**src/rtl/key_step_pkg.sv**
```systemverilog
// rtl/key_step_pkg.sv - shared constants and delta helper for the key step counter
package key_step_pkg;

    localparam int KEY_RUN = 0;
    localparam int KEY_INC = 1;
    localparam int KEY_DEC = 2;
    localparam int KEY_CLR = 3;

    localparam int COUNT_W = 8;

    // Two guard bits above the count expose both overflow (bit COUNT_W) and underflow (sign bit).
    function automatic logic [COUNT_W+1:0] step_delta(input logic inc,
                                                      input logic tick,
                                                      input logic dec);
        return {{(COUNT_W+1){1'b0}}, inc} + {{(COUNT_W+1){1'b0}}, tick}
             - {{(COUNT_W+1){1'b0}}, dec};
    endfunction

endpackage

```
**src/rtl/key_debouncer.sv**
```systemverilog
// rtl/key_debouncer.sv - two-flop synchroniser, debouncer and press detector for one active-low key
module key_debouncer #(
    parameter int DEBOUNCE_CYCLES = 1000000
) (
    input  logic CLOCK_50,
    input  logic RESET,
    input  logic key_raw,
    output logic press
);

    localparam int CW = (DEBOUNCE_CYCLES > 2) ? $clog2(DEBOUNCE_CYCLES) : 1;
    localparam logic [CW-1:0] CNT_LAST = CW'(DEBOUNCE_CYCLES - 1);

    logic          sync_a;
    logic          sync_b;
    logic          stable;
    logic [CW-1:0] cnt;

    always_ff @(posedge CLOCK_50) begin
        if (RESET) begin
            sync_a <= 1'b1;
            sync_b <= 1'b1;
            stable <= 1'b1;
            cnt    <= '0;
            press  <= 1'b0;
        end else begin
            sync_a <= key_raw;
            sync_b <= sync_a;
            press  <= 1'b0;
            if (sync_b == stable) begin
                cnt <= '0;
            end else if (cnt == CNT_LAST) begin
                // Only the falling (pressed) transition produces a pulse.
                stable <= sync_b;
                cnt    <= '0;
                press  <= ~sync_b;
            end else begin
                cnt <= cnt + CW'(1);
            end
        end
    end

endmodule

```
**src/rtl/key_step_counter.sv**
```systemverilog
// rtl/key_step_counter.sv - pushbutton-driven 8-bit step/auto-run counter for the LEDG display
module key_step_counter
    import key_step_pkg::*;
#(
    parameter int DEBOUNCE_CYCLES = 1000000,
    parameter int TICK_CYCLES     = 12500000
) (
    input  logic         CLOCK_50,
    input  logic         RESET,
    input  logic [3:0]   KEY,
    output logic [7:0]   LEDG,
    output logic [1:0]   LEDR
);

    localparam int PW = (TICK_CYCLES > 2) ? $clog2(TICK_CYCLES) : 1;
    localparam logic [PW-1:0] TICK_LAST = PW'(TICK_CYCLES - 1);

    logic [3:0]         press;
    logic               run;
    logic               wrap_flag;
    logic [PW-1:0]      presc;
    logic [COUNT_W-1:0] count;
    logic               tick;
    logic [COUNT_W+1:0] sum;

    for (genvar k = 0; k < 4; k++) begin : g_key
        key_debouncer #(
            .DEBOUNCE_CYCLES(DEBOUNCE_CYCLES)
        ) u_deb (
            .CLOCK_50(CLOCK_50),
            .RESET   (RESET),
            .key_raw (KEY[k]),
            .press   (press[k])
        );
    end

    assign tick = run && (presc == TICK_LAST);

    always_comb begin
        sum = {2'b00, count} + step_delta(press[KEY_INC], tick, press[KEY_DEC]);
    end

    always_ff @(posedge CLOCK_50) begin
        if (RESET) begin
            run       <= 1'b0;
            wrap_flag <= 1'b0;
            presc     <= '0;
            count     <= '0;
        end else begin
            if (press[KEY_RUN]) begin
                run <= ~run;
            end

            if (press[KEY_CLR] || press[KEY_RUN] || !run || tick) begin
                presc <= '0;
            end else begin
                presc <= presc + PW'(1);
            end

            // Clear wins over every other event and never counts as a wrap.
            if (press[KEY_CLR]) begin
                count <= '0;
            end else begin
                count <= sum[COUNT_W-1:0];
                if (|sum[COUNT_W+1:COUNT_W]) begin
                    wrap_flag <= ~wrap_flag;
                end
            end
        end
    end

    assign LEDG = count;
    assign LEDR = {wrap_flag, run};

endmodule

```
**config.mk**
```make
export PLATFORM = sky130hd
export DESIGN_NAME = key_step_counter
export DESIGN_NICKNAME = d
export VERILOG_FILES = /design/src/rtl/key_step_pkg.sv /design/src/rtl/key_debouncer.sv /design/src/rtl/key_step_counter.sv
export SDC_FILE = /design/constraint.sdc
export NUM_CORES = 1
export LEC_CHECK = 0
export CORE_ASPECT_RATIO = 1.2
export CORE_MARGIN = 3
export CORE_UTILIZATION = 61
export DETAILED_ROUTE_END_ITERATION = 12
export GPL_ROUTABILITY_DRIVEN = 0
export GPL_TIMING_DRIVEN = 0
export HOLD_SLACK_MARGIN = 0.08
export PLACE_DENSITY_LB_ADDON = 0.12
export SLEW_MARGIN = 20
export SYNTH_ARGS = -nofsm -noshare
export SYNTH_HDL_FRONTEND = slang
export SYNTH_SLANG_ARGS = --single-unit
```
**constraint.sdc**
```tcl
create_clock -name CLOCK_50 -period 3.28 [get_ports CLOCK_50]
set_input_delay 0.984 -clock CLOCK_50 [delete_from_list [all_inputs] [get_ports CLOCK_50]]
set_output_delay 0.984 -clock CLOCK_50 [all_outputs]
set_load 0.02 [all_outputs]
```
# --- After elaboration in Yosys (flattened, before gate mapping) ---
# Cells that the tools add are included.
totals:
  reg_bits: 130
  in_bits: 6
  output_inout_bits: 10
  wordCells: 77
op_classes:
  addsub: 8
  n_eq_ne: 9
  n_bitwise: 15
  reduce_logical: 21
op_table:
  columns: ["operator", "count"]
  rows:
  - ["20-bit by 1-bit adder with 20-bit output (second input constant)", 4]
  - ["20-bit equality test (second input constant)", 4]
  - ["24-bit by 1-bit adder with 24-bit output (second input constant)", 1]
  - ["24-bit equality test (second input constant)", 1]
  - ["3-bit OR reduction", 8]
  - ["1-bit NOT", 15]
  - ["9-bit by 3-bit adder with 10-bit output", 1]
  - ["2-bit AND reduction", 5]
  - ["2-bit OR reduction", 3]
  - ["1-bit equality test", 4]
  - ["1-bit logical OR", 3]
  - ["2-bit by 1-bit subtractor with 3-bit output", 1]
  - ["1-bit by 1-bit adder with 2-bit output", 1]
  - ["1-bit logical AND", 1]
  - ["1-bit logical NOT", 1]

# --- Depth between registers and ports, before layout ---
# Gate-level depths: netlist (run 1).
depth:
  word_depth: 7
  mapped_depth: 16
  depth_no_buf: 16

# --- By module ---
# A second synthesis (run 1) with hierarchy kept.
unflattened:
  hier_cells: 684
  area_unflattened_um2: 6132.1
modules_own_cells:
  columns: ["mod", "instances", "cells_per_inst", "area_each_um2", "seq_area_each_um2"]
  rows:
  - ["key_debouncer", 4, 117, 1061.0, 480.5]
  - ["key_step_counter", 1, 216, 1888.1, 680.7]

# --- Least setup slack after synthesis (run 1) ---
# OpenSTA, ideal clock, no wires.
synth_path:
  kind: "register to register"
  from: "register presc[0]"
  to: "register wrap_flag"
  setup_time_ns: 0.121
  arrival_time_ns: 2.916
  required_ns: 3.159
  setup_slack_ns: 0.242
  stages_incl_launch_ff: 16
  n_path_buf: 0
  period_less_slack_ns: 3.038
  path_cell_list: "dfxtp_1 -> ha_1 -> inv_1 -> nor2_2 -> nand4_1 -> nor3_2 -> ha_1 -> inv_1 -> ha_1 -> inv_1 -> ha_1 -> a21o_1 -> a311o_1 -> o22ai_1 -> nand3b_1 -> mux2_4"
synth_via:
  elab_chain_cells: 7
synth_lines:
  columns: ["item", "line", "rtl"]
  rows:
  - ["start, declared", "key_step_counter.sv:21", "logic [PW-1:0] presc;"]
  - ["start signal, assigned", "key_step_counter.sv:57", "presc <= presc + PW'(1);"]
  - ["24-bit equality test", "key_step_counter.sv:37", "assign tick = run && (presc == TICK_LAST);"]
  - ["1-bit logical AND", "key_step_counter.sv:37", null]
  - ["1-bit by 1-bit adder with 2-bit output", "key_step_pkg.sv:15", "return {{(COUNT_W+1){1'b0}}, inc} + {{(COUNT_W+1){1'b0}}, tick}"]
  - ["2-bit by 1-bit subtractor with 3-bit output", "key_step_pkg.sv:16", "- {{(COUNT_W+1){1'b0}}, dec};"]
  - ["9-bit by 3-bit adder with 10-bit output", "key_step_counter.sv:40", "sum = {2'b00, count} + step_delta(press[KEY_INC], tick, press[KEY_DEC]);"]
  - ["2-bit OR reduction", "key_step_counter.sv:65", "if (|sum[COUNT_W+1:COUNT_W]) begin"]
  - ["2-bit AND reduction (no line)", null, null]
  - ["end signal, assigned", "key_step_counter.sv:66", "wrap_flag <= ~wrap_flag;"]
  - ["end, declared", "key_step_counter.sv:20", "logic wrap_flag;"]
# No other way between the ends.
# A chain may end at the register's enable or synchronous reset.

# --- Final worst setup path (run 1) ---
layout_path:
  from: "register presc[7]"
  to: "register wrap_flag"
# The elaborated chain is that of the path after synthesis.

==> impl_metrics.ini, run 1 <==
[status]
outcome = complete, no violations

[sta]
rsz0062_at_grt = no
worst_pin_slew_ps = 384
hold_viol_final = 0
clock_skew_ps = 8.09
period_share_pct = 96.9
setup_viol = 0
max_slew_margin_pct = 74.2
hold_ws_ps = 407
slew_violations = 0
fin_crit_ps = 3180
clock.fmax_ghz = 0.315
setup_ws_ps = 101

[global_routing]
grtUsageTotal_pct = 22.0
grt_first_pass_wirelength_um = 19000
grt_start_max_net_pins = 17
grt-ovfl-total = 0
antenna_found_initial = 0
grt_pass1_vias = 4463

[synthesis]
synth_top_area_share_pct = 44.6
synthCells = 651
synthArstFlopShare_pct = 0
ys.flop_type = dfxtp_1
synth_seq_cells = 130
synth_cell_types = 54
yosys.cell_count.top_type = nor2_1
yosysTopAreaCell = dfxtp_1
yosysSeqAreaShare_pct = 44.6
avgSynthCellArea_um2 = 8.97
netlist_top_cells_area = dfxtp_1 45%, xor2_1 11%, nor2_1 8.9%
synth_warnings = 0
synth-edff-count = 0
syn-num-nets = 670
synth.top_cells.by_count = 139 x nor2_1, 130 x dfxtp_1, 70 x xor2_1
synth_area_um2 = 5840

[floorplanning]
ios = 16
die_area_um2 = 10800
core_area_um2 = 9180
row_count = 38
die_h_um = 113
die_w_um = 95.3
start_util_pct = 63.6

[critical_path]
required_ps = 3680
r2r_cells = 13
endpoint_kind = register
r2r_end = wrap_flag$_SDFFE_PP0P_
reg2reg_setup_slack_ps = 100
reg2reg_from = presc[7]$_SDFF_PP0_
arrival_ps = 3580
crit_fanout = 5
start_kind = register
crit_type = reg2reg

[final_layout]
n_antenna_cell = 0
finish.utilization_pct = 73.7
drive_above_1_share_pct = 12.4
n_fill_cell = 692
area_growth_pct = 15.9
multi_input_area_um2 = 3050
final-seq-area_um2 = 2610
nets = 707

[detailed_routing]
vias = 4444
ant_nets = 0
totalWireLength_um = 10800
viasPerCell = 5.42
drtPass1Iterations = 5
routedWlPerCell_um = 13.2
drt_iter0_drc = 174
drc = 0

[place]
io_buffer_count = 15
hpwl_um = 7340
place_ws_ps = -184

[clocking]
worst_skew_pair.late_latency_ps = 520
clock-sinks = 130
cts_root_buf = clkbuf_8
htree_levels = 4
cts_buffers = 17
path_clk_slew_ps = 60
cts_buffer_depth = 2
cts_tree = yes
hold_buffers = 0

[min_path]
worstHoldStart = g_key[1].u_deb.sync_a$_SDFF_PP1_
hold_path_depth = 1
min_path_type = reg2reg
min_to = g_key[1].u_deb.sync_b$_SDFF_PP1_

[power_and_ir_drop]
leakagePower_nw = 2.42
power_density_nw_per_um2 = 502
ir_drop_mv = 0.322

[run]
cap_violations = 0
[report_power, final]
| group | internal (mW) | switching [mW] | total, mW | leakage [nW] |
|---|---|---|---|---|
| clock network | 1.14 | 0.630 | 1.77 | 0.284 |
| registers | 1.59 | 0.00395 | 1.59 | 1.05 |
| logic | 0.0161 | 0.0182 | 0.0343 | 1.08 |
[registers in the layout, indices dropped and copies added (netlist names)]
signal	flops
LEDG	8
wrap_flag	1
g_key.u_deb.press	4
presc	24
g_key.u_deb.sync_b	4
g_key.u_deb.sync_a	4
g_key.u_deb.cnt	80
g_key.u_deb.stable	4
run	1
[worst max path at each step]
stage | startpoint | to | slack (ps) | cells past startpoint
5_1_grt | presc[7]$_SDFF_PP0_ | wrap_flag$_SDFFE_PP0P_ | 1 | 13
3_5_place_dp | presc[0]$_SDFF_PP0_ | wrap_flag$_SDFFE_PP0P_ | -180 | 15
3_3_place_gp | presc[0]$_SDFF_PP0_ | wrap_flag$_SDFFE_PP0P_ | -130 | 15
4_1_cts | presc[1]$_SDFF_PP0_ | wrap_flag$_SDFFE_PP0P_ | 30 | 16
2_1_floorplan | presc[0]$_SDFF_PP0_ | wrap_flag$_SDFFE_PP0P_ | 240 | 15
6_report | presc[7]$_SDFF_PP0_ | wrap_flag$_SDFFE_PP0P_ | 100 | 13
[per-layer routing]
layer | wire length, um | vias to the layer above | global-route usage [%]
met3 | 375 | 11 | 6.91
li1 | - | 2258 | -
met4 | 124 | 0 | 7.12
met5 | 0 | - | 0
met1 | 4990 | 2102 | 26.1
met2 | 5310 | 73 | 37.5
[layout by cell type, fill, tap and decap left out, drive strengths merged, types with 2 or more instances in the layout]
master	n
a211o	2
a21oi	5
and2	5
and2b	2
and3	18
and4	9
buf	21
clkbuf	31
clkdlybuf4s50	15
clkinv	3
dfxtp	130
ha	12
inv	14
mux2i	2
nand2	42
nand2b	5
nand3	45
nand3b	5
nand4	27
nor2	142
nor2b	2
nor3	13
nor4	8
nor4b	6
o211ai	2
o221ai	2
o22ai	2
or2	10
or3	3
xnor2	36
xor2	70
[critical path, stage by stage (launching register included)]
cell and delay (ps):
dfxtp_1 350, nor4_2 290, nand4_1 150, nor3_2 240, ha_2 200, inv_1 50
ha_1 280, inv_2 50, ha_1 260, a21o_1 190, a311o_1 340, o22ai_1 190
nand3b_1 160, mux2_4 300
[stage by stage]
stage	power, mW	area [um^2]	setup TNS, ps	std cells
2_1_floorplan	1.64	5840	0	651
3_3_place_gp	1.66	6140	-129	786
3_5_place_dp	1.66	6140	-237	786
4_1_cts	3.43	6730	0	819
5_1_grt	3.51	6770	0	820
6_report	3.39	6770	0	820
[cells by family after synthesis]
logic type,share of synthesized area [%]
flops,44.6
xor+xnor,15.9
simple gates,30.0
buf+inv,3.69
compound gates,2.31
mux,0.600
fa+ha+maj,2.91
[timing repair]
action	CTS	global route
endpoints found under the setup margin	2	3
buffers inserted	2	1
gates resized for setup	3	8
pin swaps	3	4
[layout make-up]
| class | instances | share of cell area [%] |
|---|---|---|
| plain buffers | 22 | 2.40 |
| clock buffers | 27 | 7.71 |
| clock inverters | 4 | 0.666 |
| inverters | 14 | 0.777 |
| multi-input cells | 485 | 45.1 |
| flip-flops and latches | 130 | 38.5 |
| well taps | 120 | 2.22 |
| repair buffers | 18 | 2.55 |
Note: power is estimated with default switching activity, not from simulation.
==> run 2, diff against run 1 <==
--- a/config.mk
+++ b/config.mk
@@ -7,7 +7,7 @@
 export LEC_CHECK = 0
 export CORE_ASPECT_RATIO = 1.2
 export CORE_MARGIN = 3
-export CORE_UTILIZATION = 61
+export CORE_UTILIZATION = 65
 export DETAILED_ROUTE_END_ITERATION = 12
 export GPL_ROUTABILITY_DRIVEN = 0
 export GPL_TIMING_DRIVEN = 0
==> constraint.sdc (replaced) <==
create_clock -name CLOCK_50 -period 3.94 [get_ports CLOCK_50]
set_input_delay 1.182 -clock CLOCK_50 [delete_from_list [all_inputs] [get_ports CLOCK_50]]
set_output_delay 1.182 -clock CLOCK_50 [all_outputs]
set_load 0.02 [all_outputs]
==> run 2 against run 1 <==
  * Utilization increased by 3.7 points
  * Via count up 0.56%
  * Maximum frequency down 8.5%
  * Die area fell by 5.8%
  * Routed wire length rose by 0.49%
==> impl_metrics.ini, run 2 (same netlist as run 1, synthesis figures left out) <==
[status]
outcome = complete, no violations

[critical_path]
arrival_ps = 3880
required_ps = 4340
endpoint_kind = register
crit_fanout = 6
r2r_end = wrap_flag$_SDFFE_PP0P_
reg2reg_setup_slack_ps = 470
start_kind = register
crit_start = presc[0]$_SDFF_PP0_
crit_type = reg2reg
r2r_cells = 15
reg2reg_from = presc[0]$_SDFF_PP0_
endpoint = wrap_flag$_SDFFE_PP0P_

[sta]
fin_crit_ps = 3470
clock_skew_ps = 5.23
hold_viol_final = 0
worst_pin_slew_ps = 402
period_share_pct = 88.2
slew_violations = 0
rsz0062_at_grt = no
finalSetupTns_ps = 0
max_slew_margin_pct = 73.0
setup_ws_ps = 466
clock.fmax_ghz = 0.288
setup_viol = 0

[clocking]
htree_levels = 4
clock-sinks = 130
cts_root_buf = clkbuf_8
ctsResizeCount = 0
cts_tree = yes
worst_skew_pair.late_latency_ps = 520
cts_buffer_depth = 2
postCtsSetupRepairBufs = 0
path_clk_slew_ps = 60
hold_buffers = 0
cts_buffers = 17

[final_layout]
nets = 704
largest_reg_flops = 80
final_cell_mix = 139 x nor2_1, 130 x dfxtp_1, 70 x xor2_1
final_common_cell = nor2_1
drive_above_1_share_pct = 10.8
regMostFlops = g_key.u_deb.cnt
area_growth_pct = 14.8
n_antenna_cell = 0

[power_and_ir_drop]
power_density_nw_per_um2 = 422
leakagePower_nw = 2.41
ir_drop_mv = 0.310

[global_routing]
grt_first_pass_wirelength_um = 18900
antenna_found_initial = 0
grtUsageTotal_pct = 23.3
grt_pass1_vias = 4384
grt_start_max_net_pins = 17
grt-ovfl-total = 0

[detailed_routing]
drt_iter0_drc = 150
ant_nets = 0
drc = 0
routedWlPerCell_um = 13.3
viasPerCell = 5.49
drtPass1Iterations = 4
totalWireLength_um = 10800
vias = 4469

[floorplanning]
row_count = 37
ios = 16
die_w_um = 92.5
start_util_pct = 67.4
core_area_um2 = 8660
die_area_um2 = 10200
die_h_um = 110

[run]
cap_violations = 0

[place]
io_buffer_count = 15
place_ws_ps = 494
hpwl_um = 7280

[min_path]
hold_path_depth = 1
min_path_type = reg2reg
run 2: how the worst min path moves through the flow:
stage	slack, ps	startpoint	endpoint
final	410	g_key[2].u_deb.sync_a$_SDFF_PP1_	g_key[2].u_deb.sync_b$_SDFF_PP1_
after global routing	430	g_key[3].u_deb.sync_a$_SDFF_PP1_	g_key[3].u_deb.sync_b$_SDFF_PP1_
after CTS	410	g_key[2].u_deb.sync_a$_SDFF_PP1_	g_key[2].u_deb.sync_b$_SDFF_PP1_
after detailed placement	400	g_key[2].u_deb.sync_a$_SDFF_PP1_	g_key[2].u_deb.sync_b$_SDFF_PP1_
after global placement	390	g_key[3].u_deb.sync_a$_SDFF_PP1_	g_key[3].u_deb.sync_b$_SDFF_PP1_
after floorplan	390	g_key[0].u_deb.sync_a$_SDFF_PP1_	g_key[0].u_deb.sync_b$_SDFF_PP1_
run 2: cell type report:
type                            count  area, um^2
Fill cell                         589        1960
Multi-Input combinational cell    485        3020
Timing Repair Buffer               15         150
Tap cell                          117         146
Sequential cell                   130        2600
Clock buffer                       27         522
Buffer                             22         163
Inverter                           14        52.6
Clock inverter                      4        45.0
run 2: power by group:
group,switching (mW),internal [mW]
Clock,0.529,0.948
Combinational,0.0150,0.0134
Sequential,0.00342,1.32
run 2: per-stage QoR:
stage	area, um^2	std cells	util [%]	hold slack, ps	total power [mW]
final	6700	814	77.4	411	2.83
after global routing	6700	814	77.4	428	2.91
after CTS	6700	814	77.4	411	2.85
after detailed placement	6130	783	70.9	397	1.38
after global placement	6130	783	70.9	392	1.38
after floorplan	5840	651	-	389	1.37
run 2: per-layer routing:
metal | vias to the layer above | wire (um) | track usage [%]
li1 | 2266 | - | -
met1 | 2092 | 4900 | 26.6
met2 | 86 | 5300 | 39.7
met3 | 25 | 407 | 6.98
met4 | 0 | 233 | 11.5
met5 | - | 0 | 0
run 2: worst max-delay path: stages, from the launching register on:
cell and delay, ps:
dfxtp_1 370, ha_1 230, inv_1 80, nor2_2 250
nand4_1 160, nor3_2 180, ha_1 180, inv_1 50
ha_1 270, inv_1 60, ha_1 270, a21o_1 180
a311o_1 420, o22ai_1 190, nand3b_1 160, mux2_4 310
